`config.mk`:
```
export PLATFORM = sky130hd
export DESIGN_NAME = controle_multiciclo_flat
export DESIGN_NICKNAME = d
export VERILOG_FILES = /design/src/rtl/controle_multiciclo_pkg.sv /design/src/rtl/controle_multiciclo_if.sv /design/src/rtl/controle_multiciclo_contador_timeout.sv /design/src/rtl/controle_multiciclo.sv /design/src/flat_wrapper.sv
export SDC_FILE = /design/constraint.sdc
export NUM_CORES = 1
export LEC_CHECK = 0
export CAP_MARGIN = 20
export CORE_MARGIN = 10
export CORE_UTILIZATION = 57
export CTS_CLUSTER_DIAMETER = 40
export DETAILED_ROUTE_END_ITERATION = 8
export DONT_BUFFER_PORTS = 1
export PLACE_DENSITY = 0.75
export SLEW_MARGIN = 20
export SYNTH_ARGS = -nofsm -noshare
export SYNTH_HDL_FRONTEND = slang
export SYNTH_HIERARCHICAL = 1
export SYNTH_SLANG_ARGS = --single-unit
```
`constraint.sdc`:
```
create_clock -name clock -period 2.2 [get_ports clock]
set_input_delay 0.22 -clock clock [delete_from_list [all_inputs] [get_ports clock]]
set_output_delay 0.22 -clock clock [all_outputs]
set_load 0.05 [all_outputs]
```
`src/rtl/controle_multiciclo_pkg.sv`:
```
// Shared constants and types for the multicycle RV32 control unit.
package controle_multiciclo_pkg;

    // Supported major opcodes (instruction[6:0])
    localparam logic [6:0] OP_R   = 7'b0110011;
    localparam logic [6:0] OP_I   = 7'b0010011;
    localparam logic [6:0] OP_LW  = 7'b0000011;
    localparam logic [6:0] OP_SW  = 7'b0100011;
    localparam logic [6:0] OP_BEQ = 7'b1100011;

    // Controller states; the encoding is visible on the debug state port
    typedef enum logic [3:0] {
        ST_IDLE   = 4'd0,
        ST_FETCH  = 4'd1,
        ST_DECODE = 4'd2,
        ST_MEMADR = 4'd3,
        ST_MEMRD  = 4'd4,
        ST_MEMWB  = 4'd5,
        ST_MEMWR  = 4'd6,
        ST_EXEC   = 4'd7,
        ST_ALUWB  = 4'd8,
        ST_BRANCH = 4'd9,
        ST_ERROR  = 4'd10
    } state_t;

    // ALU operation codes
    localparam logic [1:0] ALU_OP_ADD    = 2'b00;
    localparam logic [1:0] ALU_OP_SUB    = 2'b01;
    localparam logic [1:0] ALU_OP_RFUNCT = 2'b10;
    localparam logic [1:0] ALU_OP_IFUNCT = 2'b11;

    // ALU operand A select
    localparam logic [1:0] SRC_A_PC    = 2'b00;
    localparam logic [1:0] SRC_A_RS1   = 2'b01;
    localparam logic [1:0] SRC_A_OLDPC = 2'b10;

    // ALU operand B select
    localparam logic [1:0] SRC_B_RS2  = 2'b00;
    localparam logic [1:0] SRC_B_FOUR = 2'b01;
    localparam logic [1:0] SRC_B_IMM  = 2'b10;

    // Error codes
    localparam logic [1:0] ERR_NONE    = 2'b00;
    localparam logic [1:0] ERR_ILLEGAL = 2'b01;
    localparam logic [1:0] ERR_TIMEOUT = 2'b10;

    // Datapath control word produced by the state decode
    typedef struct packed {
        logic       mem_req;
        logic       mem_we;
        logic       iord;
        logic       ir_write;
        logic       pc_write;
        logic       pc_src;
        logic       reg_write;
        logic       mem_to_reg;
        logic [1:0] alu_src_a;
        logic [1:0] alu_src_b;
        logic [1:0] alu_op;
    } ctrl_t;

    // States that hold a memory request open until mem_ready
    function automatic logic is_mem_state(input state_t s);
        return (s == ST_FETCH) || (s == ST_MEMRD) || (s == ST_MEMWR);
    endfunction

endpackage

```
`src/rtl/controle_multiciclo_if.sv`:
```
// Control/handshake bundle between the multicycle controller and its datapath.
interface controle_multiciclo_if #(
    parameter int unsigned INSTRET_W = 32
);
    logic                 run;
    logic [6:0]           opcode;
    logic                 zero;
    logic                 mem_ready;
    logic                 mem_req;
    logic                 mem_we;
    logic                 iord;
    logic                 ir_write;
    logic                 pc_write;
    logic                 pc_src;
    logic                 reg_write;
    logic                 mem_to_reg;
    logic [1:0]           alu_src_a;
    logic [1:0]           alu_src_b;
    logic [1:0]           alu_op;
    logic                 busy;
    logic [1:0]           err_code;
    logic [3:0]           state;
    logic [INSTRET_W-1:0] instret;

    // Controller side
    modport master (
        input  run, opcode, zero, mem_ready,
        output mem_req, mem_we, iord, ir_write, pc_write, pc_src,
               reg_write, mem_to_reg, alu_src_a, alu_src_b, alu_op,
               busy, err_code, state, instret
    );

    // Datapath / environment side
    modport slave (
        output run, opcode, zero, mem_ready,
        input  mem_req, mem_we, iord, ir_write, pc_write, pc_src,
               reg_write, mem_to_reg, alu_src_a, alu_src_b, alu_op,
               busy, err_code, state, instret
    );
endinterface

```
`src/rtl/controle_multiciclo_contador_timeout.sv`:
```
// Memory wait counter: counts consecutive not-ready cycles and flags the
// cycle on which the MEM_TIMEOUT-th one is being spent.
module contador_timeout #(
    parameter int unsigned MEM_TIMEOUT = 16
) (
    input  logic clock,
    input  logic reset,
    input  logic clear,
    input  logic enable,
    output logic limit_reached_c
);
    localparam int unsigned CNT_W = (MEM_TIMEOUT > 1) ? $clog2(MEM_TIMEOUT) : 1;

    logic [CNT_W-1:0] count_q;

    // Limit flag: set while the last allowed not-ready cycle is in progress
    generate
        if (MEM_TIMEOUT == 0) begin : g_off
            assign limit_reached_c = 1'b0;
        end else begin : g_on
            assign limit_reached_c = enable && (count_q == CNT_W'(MEM_TIMEOUT - 1));
        end
    endgenerate

    // Counter register; holds at the limit since the FSM leaves on that edge
    always_ff @(posedge clock or negedge reset) begin
        if (!reset) begin
            count_q <= '0;
        end else if (clear) begin
            count_q <= '0;
        end else if (enable && !limit_reached_c) begin
            count_q <= count_q + CNT_W'(1);
        end
    end

endmodule

```
`src/rtl/controle_multiciclo.sv`:
```
// Multicycle control FSM for RV32 R/I-ALU, lw, sw and beq over a shared
// datapath with a variable-latency unified memory.
module controle_multiciclo
    import controle_multiciclo_pkg::*;
#(
    parameter int unsigned MEM_TIMEOUT = 16,
    parameter int unsigned INSTRET_W   = 32
) (
    input  logic                 clock,
    input  logic                 reset,
    controle_multiciclo_if.master bus
);

    state_t               state_q;
    state_t               state_d;
    logic [1:0]           err_q;
    logic [1:0]           err_d;
    logic [INSTRET_W-1:0] instret_q;
    logic                 retire_c;
    ctrl_t                ctrl_c;
    logic                 in_mem_c;
    logic                 wait_en_c;
    logic                 wait_clr_c;
    logic                 timeout_c;

    // Wait counter runs only while a memory request is outstanding and not ready
    assign in_mem_c   = is_mem_state(state_q);
    assign wait_en_c  = in_mem_c && !bus.mem_ready;
    assign wait_clr_c = !in_mem_c || bus.mem_ready;

    contador_timeout #(
        .MEM_TIMEOUT (MEM_TIMEOUT)
    ) u_timeout (
        .clock           (clock),
        .reset           (reset),
        .clear           (wait_clr_c),
        .enable          (wait_en_c),
        .limit_reached_c (timeout_c)
    );

    // State, error code and retired-instruction registers
    always_ff @(posedge clock or negedge reset) begin
        if (!reset) begin
            state_q   <= ST_IDLE;
            err_q     <= ERR_NONE;
            instret_q <= '0;
        end else begin
            state_q <= state_d;
            err_q   <= err_d;
            if (retire_c) begin
                instret_q <= instret_q + INSTRET_W'(1);
            end
        end
    end

    // Next-state and control-word decode
    always_comb begin
        state_d  = state_q;
        err_d    = err_q;
        retire_c = 1'b0;
        ctrl_c   = '0;

        case (state_q)
            ST_IDLE: begin
                if (bus.run) begin
                    state_d = ST_FETCH;
                end
            end

            ST_FETCH: begin
                ctrl_c.mem_req   = 1'b1;
                ctrl_c.iord      = 1'b0;
                ctrl_c.alu_src_a = SRC_A_PC;
                ctrl_c.alu_src_b = SRC_B_FOUR;
                ctrl_c.alu_op    = ALU_OP_ADD;
                ctrl_c.ir_write  = bus.mem_ready;
                ctrl_c.pc_write  = bus.mem_ready;
                ctrl_c.pc_src    = 1'b0;
                if (bus.mem_ready) begin
                    state_d = ST_DECODE;
                end else if (timeout_c) begin
                    state_d = ST_ERROR;
                    err_d   = ERR_TIMEOUT;
                end
            end

            ST_DECODE: begin
                // Branch target computed speculatively into ALUOut
                ctrl_c.alu_src_a = SRC_A_OLDPC;
                ctrl_c.alu_src_b = SRC_B_IMM;
                ctrl_c.alu_op    = ALU_OP_ADD;
                case (bus.opcode)
                    OP_R, OP_I:   state_d = ST_EXEC;
                    OP_LW, OP_SW: state_d = ST_MEMADR;
                    OP_BEQ:       state_d = ST_BRANCH;
                    default: begin
                        state_d = ST_ERROR;
                        err_d   = ERR_ILLEGAL;
                    end
                endcase
            end

            ST_MEMADR: begin
                ctrl_c.alu_src_a = SRC_A_RS1;
                ctrl_c.alu_src_b = SRC_B_IMM;
                ctrl_c.alu_op    = ALU_OP_ADD;
                state_d = (bus.opcode == OP_SW) ? ST_MEMWR : ST_MEMRD;
            end

            ST_MEMRD: begin
                ctrl_c.mem_req = 1'b1;
                ctrl_c.iord    = 1'b1;
                if (bus.mem_ready) begin
                    state_d = ST_MEMWB;
                end else if (timeout_c) begin
                    state_d = ST_ERROR;
                    err_d   = ERR_TIMEOUT;
                end
            end

            ST_MEMWB: begin
                ctrl_c.reg_write  = 1'b1;
                ctrl_c.mem_to_reg = 1'b1;
                retire_c = 1'b1;
            end

            ST_MEMWR: begin
                ctrl_c.mem_req = 1'b1;
                ctrl_c.mem_we  = 1'b1;
                ctrl_c.iord    = 1'b1;
                if (bus.mem_ready) begin
                    retire_c = 1'b1;
                end else if (timeout_c) begin
                    state_d = ST_ERROR;
                    err_d   = ERR_TIMEOUT;
                end
            end

            ST_EXEC: begin
                ctrl_c.alu_src_a = SRC_A_RS1;
                if (bus.opcode == OP_I) begin
                    ctrl_c.alu_src_b = SRC_B_IMM;
                    ctrl_c.alu_op    = ALU_OP_IFUNCT;
                end else begin
                    ctrl_c.alu_src_b = SRC_B_RS2;
                    ctrl_c.alu_op    = ALU_OP_RFUNCT;
                end
                state_d = ST_ALUWB;
            end

            ST_ALUWB: begin
                ctrl_c.reg_write  = 1'b1;
                ctrl_c.mem_to_reg = 1'b0;
                retire_c = 1'b1;
            end

            ST_BRANCH: begin
                ctrl_c.alu_src_a = SRC_A_RS1;
                ctrl_c.alu_src_b = SRC_B_RS2;
                ctrl_c.alu_op    = ALU_OP_SUB;
                ctrl_c.pc_src    = 1'b1;
                ctrl_c.pc_write  = bus.zero;
                retire_c = 1'b1;
            end

            ST_ERROR: begin
                // Trap: only reset leaves this state
            end

            default: begin
                state_d = ST_IDLE;
            end
        endcase

        // Instruction boundary: run is sampled only here
        if (retire_c) begin
            state_d = bus.run ? ST_FETCH : ST_IDLE;
        end
    end

    // Output mapping
    assign bus.mem_req    = ctrl_c.mem_req;
    assign bus.mem_we     = ctrl_c.mem_we;
    assign bus.iord       = ctrl_c.iord;
    assign bus.ir_write   = ctrl_c.ir_write;
    assign bus.pc_write   = ctrl_c.pc_write;
    assign bus.pc_src     = ctrl_c.pc_src;
    assign bus.reg_write  = ctrl_c.reg_write;
    assign bus.mem_to_reg = ctrl_c.mem_to_reg;
    assign bus.alu_src_a  = ctrl_c.alu_src_a;
    assign bus.alu_src_b  = ctrl_c.alu_src_b;
    assign bus.alu_op     = ctrl_c.alu_op;
    assign bus.busy       = (state_q != ST_IDLE) && (state_q != ST_ERROR);
    assign bus.err_code   = err_q;
    assign bus.state      = state_q;
    assign bus.instret    = instret_q;

endmodule

```
`src/flat_wrapper.sv`:
```
// flat-port wrapper written by rule: the top's interface ports become plain ports
module controle_multiciclo_flat import controle_multiciclo_pkg::*;
#(
    parameter int unsigned MEM_TIMEOUT = 16,
    parameter int unsigned INSTRET_W   = 32
)
  (clock, reset, bus_run, bus_opcode, bus_zero, bus_mem_ready, bus_mem_req, bus_mem_we, bus_iord, bus_ir_write, bus_pc_write, bus_pc_src, bus_reg_write, bus_mem_to_reg, bus_alu_src_a, bus_alu_src_b, bus_alu_op, bus_busy, bus_err_code, bus_state, bus_instret);
  controle_multiciclo_if #(.INSTRET_W(INSTRET_W)) bus_i ();
  input  logic clock;
  input  logic reset;
  input wire logic [$bits(bus_i.run)-1:0] bus_run;
  input wire logic [$bits(bus_i.opcode)-1:0] bus_opcode;
  input wire logic [$bits(bus_i.zero)-1:0] bus_zero;
  input wire logic [$bits(bus_i.mem_ready)-1:0] bus_mem_ready;
  output wire logic [$bits(bus_i.mem_req)-1:0] bus_mem_req;
  output wire logic [$bits(bus_i.mem_we)-1:0] bus_mem_we;
  output wire logic [$bits(bus_i.iord)-1:0] bus_iord;
  output wire logic [$bits(bus_i.ir_write)-1:0] bus_ir_write;
  output wire logic [$bits(bus_i.pc_write)-1:0] bus_pc_write;
  output wire logic [$bits(bus_i.pc_src)-1:0] bus_pc_src;
  output wire logic [$bits(bus_i.reg_write)-1:0] bus_reg_write;
  output wire logic [$bits(bus_i.mem_to_reg)-1:0] bus_mem_to_reg;
  output wire logic [$bits(bus_i.alu_src_a)-1:0] bus_alu_src_a;
  output wire logic [$bits(bus_i.alu_src_b)-1:0] bus_alu_src_b;
  output wire logic [$bits(bus_i.alu_op)-1:0] bus_alu_op;
  output wire logic [$bits(bus_i.busy)-1:0] bus_busy;
  output wire logic [$bits(bus_i.err_code)-1:0] bus_err_code;
  output wire logic [$bits(bus_i.state)-1:0] bus_state;
  output wire logic [$bits(bus_i.instret)-1:0] bus_instret;
  assign bus_i.run = bus_run;
  assign bus_i.opcode = bus_opcode;
  assign bus_i.zero = bus_zero;
  assign bus_i.mem_ready = bus_mem_ready;
  assign bus_mem_req = bus_i.mem_req;
  assign bus_mem_we = bus_i.mem_we;
  assign bus_iord = bus_i.iord;
  assign bus_ir_write = bus_i.ir_write;
  assign bus_pc_write = bus_i.pc_write;
  assign bus_pc_src = bus_i.pc_src;
  assign bus_reg_write = bus_i.reg_write;
  assign bus_mem_to_reg = bus_i.mem_to_reg;
  assign bus_alu_src_a = bus_i.alu_src_a;
  assign bus_alu_src_b = bus_i.alu_src_b;
  assign bus_alu_op = bus_i.alu_op;
  assign bus_busy = bus_i.busy;
  assign bus_err_code = bus_i.err_code;
  assign bus_state = bus_i.state;
  assign bus_instret = bus_i.instret;
  controle_multiciclo #(.MEM_TIMEOUT(MEM_TIMEOUT), .INSTRET_W(INSTRET_W)) u_core (.clock(clock), .reset(reset), .bus(bus_i));
endmodule
```
== Yosys cells after proc, flatten, opt, wreduce, memory -nomap -nowiden ==
Index checks and enable logic that the tools add are counted.

* Flip-flop bits (word level): 42
* Input bits: 12
* Output and inout port bits: 53

* $add $sub $neg: 2
* Equality and inequality tests: 23
* Multiplexer cells: 26
* Reductions and logical operators: 23

{| class="wikitable"
|+ Operator list
! kind !! number
|-
| $mux 4 || 9
|-
| $add 32x1->32 const B || 1
|-
| $pmux 4 s8 || 1
|-
| $pmux 6 s5 || 1
|-
| $eq 4x3->1 const B || 4
|-
| $eq 4x4->1 const B || 4
|-
| $eq 7x6->1 const B || 2
|-
| $pmux 2 s2 || 3
|-
| $pmux 4 s3 || 1
|-
| $eq 4x2->1 const B || 2
|-
| $mux 2 || 4
|-
| $eq 7x2->1 const B || 1
|-
| $eq 7x5->1 const B || 1
|-
| $eq 7x7->1 const B || 1
|-
| $mux 1 || 6
|-
| $ne 3x2->1 const B || 2
|-
| $reduce_or 2->1 || 3
|-
| $reduce_or 3->1 || 2
|-
| $reduce_or 5->1 || 1
|-
| $add 4x1->4 const B || 1
|-
| $eq 4x1->1 const B || 1
|-
| $logic_and 1x1->1 || 4
|-
| $logic_not 4->1 || 1
|-
| $ne 2x1->1 const B || 2
|-
| 10 further kinds || 16
|}

== Depth between registers and ports, before layout ==
* Depth in word-level cells: 9
* Depth in mapped cells: 9

== Modules after synthesis ==
Netlist, hierarchy kept.

{| class="wikitable"
|+ By module, submodules not included
! module !! instances !! cells each !! area each (um^2) !! seq. area each (um^2)
|-
| controle_multiciclo || 1 || 229 || 2270.9 || 950.9
|-
| contador_timeout || 1 || 21 || 239.0 || 100.1
|}

== Worst setup path after synthesis ==
No wires, ideal clock.

* Kind: register -> output
* Start: register u_core.state_q[0] (netlist: u_core/bus.state[0])
* End: output bus_pc_write
* Arrival: 3.043 ns
* Required time: 1.980 ns
* Path slack: -1.063 ns
* Stages on the path, launching flop included: 5
* Path buffers: 1
* Cells stage by stage: dfrtp_1 clkbuf_1 nand2b_1 nor4_1 a21o_1

* Longest elaborated chain between the ends: 2
* Elaborated cells on any way between the ends: 3
* Those cells by class: 2 x eq/ne; 1 x mux

{| class="wikitable"
|+ RTL lines
! item !! RTL line !! text
|-
| start: declaration || controle_multiciclo.sv:14 || <nowiki>state_t state_q;</nowiki>
|-
| start signal: assignment || controle_multiciclo.sv:48 || <nowiki>state_q <= state_d;</nowiki>
|-
| $eq 4x4->1 / $eq 4x1->1 (equally long branches) || controle_multiciclo.sv:63 || <nowiki>case (state_q)</nowiki>
|-
| $pmux 2 s2 * || controle_multiciclo.sv:63 ||
|-
| end: declaration || flat_wrapper.sv:19 || <nowiki>output wire logic [$bits(bus_i.pc_write)-1:0] bus_pc_write;</nowiki>
|}

Every way passes the cells marked *; elsewhere a longest branch is shown, timed or not.

== Worst setup path after layout ==
* Start: register u_core.state_q[3] (netlist: u_core/bus.state[3])
* End: output bus_alu_op[0]

* Longest elaborated chain between the ends: 2
* Elaborated cells on any way between the ends: 6
* Those cells by class: 5 x eq/ne; 1 x mux

{| class="wikitable"
|+ RTL lines
! item !! RTL line !! text
|-
| $eq 4x4->1 (tied with other cells) || controle_multiciclo.sv:63 ||
|-
| $pmux 6 s5 * || controle_multiciclo.sv:63 ||
|-
| end: declaration || flat_wrapper.sv:25 || <nowiki>output wire logic [$bits(bus_i.alu_op)-1:0] bus_alu_op;</nowiki>
|}

Marks and branches as above.

==> reports/metrics.cfg <==
[outcome]
status = complete, no violations

[synthesis]
synth-async-reset-ratio_pct = 100
synthDominantCellAreaShare_pct = 41.9
synth_seq_cells = 42
synth_flop_cell = dfrtp_1
synth_fa_ha_area_share_pct = 0.997
synth-compound-area-share_pct = 12.0
synth-simple-area-share_pct = 28.7
synth-xor-area-share_pct = 10.8
synth_edf_count = 0
yosys_warnings = 6
yosysSeqAreaShare_pct = 41.9
syn_nets = 264
muxShareOfSynthArea_pct = 1.45
yosysTopAreaCell = dfrtp_1
synth_area_um2 = 2510
synth_top_family_by_area = simple AND/OR/NAND/NOR gates
synth_cells = 250
synthTopCellsByArea = dfrtp_1, xor2_1, nor4_1
synth.avg_cell_area_um2 = 10.0
synthDistinctLibCells = 61

[route]
finalWirelength_mm = 6.53
first_pass_iters = 5
drtIter0Drc = 240
drc_errors = 0
route.antenna.remaining_nets = 0
wl_per_cell_um = 18.5
avgViaCountPerCell = 6.28
num_vias = 2216

[clock_network]
cts_tree = built
path_clk_slew_ps = 90
cts_made_buffers = 5
clock_latency_ps = 300
cts_root_buffer = clkbuf_8
postCtsHoldBufs = 2
cts.path.max_buffers = 2
cts_setup_buffers = 0
htree_num_levels = 2
cts_sinks = 42
cts.repair.resized = 0

[grt]
grt_pass1_wl_mm = 10.9
grt_max_degree = 43
overflow = 0
grt_pass1_vias = 2197
grt_usage_pct = 17.5
antenna_found_initial = 0

[critical_path]
path_max_fanout = 11
reg2reg_depth = 8
crit_start = u_core/bus.state[3]
r2r_end = u_core/bus.state[1]
critPathKind = reg2out
critPathLaunchType = register
arrival_ps = 1920
crit_path_end_kind = output pin
critical_path_required_ps = 1980
reg2reg_from = u_core/bus.state[1]
r2r_slack_ps = 140

[timing]
fmax_ghz = 0.467
hold_viol_final = 0
period_needed_ps = 2140
rsz0062_at_grt = no
fin_skew_ps = 13.2
setup_viol_count_final = 0
slew_headroom_pct = 63.7
drv_slew = 0
setup_ws_ps = 59.8
worstMarginPinSlew_ps = 545
finalHoldWorstSlack_ps = 105
fin_crit_sh_pct = 97.3

[cells_and_area]
fin_util_pct = 72.8
layout_common_cells = buf_4, dfrtp_1, xor2_1, nand2_1, nor4_1
layout.nets = 314
final_common_cell = buf_4
finalNonFillerCells = 353
area_growth_pct = 24.5
antenna_cells = 0
drive_gt1_share_pct = 30.2
postLayoutCellArea_um2 = 3120

[hold_path]
whs_endpoint = u_core/bus.state[2]
hold_depth = 2
hold_path.class = in2reg
min_from = bus_opcode[4]

[die]
initial_core_util_pct = 58.4
core_area_um2 = 4290
io-pin-count = 65
rows = 24
die-area_um2 = 7460
die_x_um = 86.4
die_h_um = 86.4

[power]
vdd_drop_max_v = 0.000610
p_leak_uw = 0.00149
p_per_area_nw_per_um2 = 1110

[placement]
dp_cells = 343
place_ws_ps = 226
place_hpwl_mm = 4.81
io_buffers = 0
gp_congestion = 0.878
dpl_cell_area_um2 = 2980

[run]
maxCapViolCount = 0

area by class of cell:
cell class | instances | area, um^2
well taps | 52 | 65.1
flip-flops and latches | 42 | 1060
clock buffers | 5 | 68.8
repair buffers | 55 | 453
multi-input cells | 187 | 1400
inverters | 9 | 37.5
clock inverters | 3 | 43.8
fillers | 315 | 1170
critical path: stages (launching register included):
cell     delay, ps
dfrtp_2        440
buf_4          320
nor2b_1        110
and3_1         210
nor2b_1        130
a31o_2         260
buf_12         150
cell usage after synthesis (3+ instances only):
| cell | instances |
|---|---|
| nor2_1 | 8 |
| xnor2_1 | 5 |
| clkbuf_1 | 5 |
| dfrtp_1 | 42 |
| a21oi_1 | 8 |
| a211oi_1 | 4 |
| nor2b_1 | 6 |
| nand2_1 | 14 |
| nand2b_1 | 6 |
| and2_1 | 4 |
| nor3_1 | 13 |
| buf_6 | 3 |
| and4_1 | 6 |
| nand3_1 | 7 |
| o21ai_0 | 7 |
| and3_1 | 7 |
| nor4_1 | 12 |
| inv_1 | 8 |
| xor2_1 | 26 |
| nand4_1 | 10 |
through the flow:
step                      total power [uW]  TNS [ps]
after floorplan                       2340     -81.0
after detailed placement              2830         0
final                                 3480         0
after global routing                  3640         0
after CTS                             3490         0
after global placement                2800         0
kinds of logic (layout without fill, tap and decap cells):
group / Yosys count / in the layout
adders and majority gates: 2 / 2
xor gates and xnor gates: 31 / 31
buffers and inverters: 21 / 72
and+or+nand+nor: 113 / 113
AOI/OAI and AO/OA: 38 / 38
DFF: 42 / 42
muxes: 3 / 3
worst max-delay path by stage:
stage / slack (ps) / cells past startpoint / endpoint
after global placement: 340 / 8 / u_core/bus.state[3]
after global routing: 6 / 6 / bus_alu_op[0]
after floorplan: -80 / 4 / bus_pc_write
after CTS: 70 / 6 / bus_alu_op[0]
final: 60 / 6 / bus_alu_op[0]
after detailed placement: 230 / 8 / u_core/bus.state[1]
per-layer routing:
layer | up-vias | track usage (%) | share of wire (%)
met5 | - | 0 | 0
met4 | 0 | 5.89 | 1.2
met3 | 11 | 6.19 | 10
met2 | 98 | 28.7 | 49
met1 | 1084 | 20.7 | 40
li1 | 1023 | - | -
power by group:
part	switching, uW	internal, uW	total [uW]
sequential	101	851	951
combinational	1290	606	1900
clock	290	340	630
total	1680	1800	3480
flip-flops by register name (all words and copies together) (netlist names):
signal                    cells
u_core/bus.instret           32
u_core/bus.state              4
u_core/u_timeout/count_q      4
u_core/bus.err_code           2
Note: power is estimated with default switching activity, not from simulation.
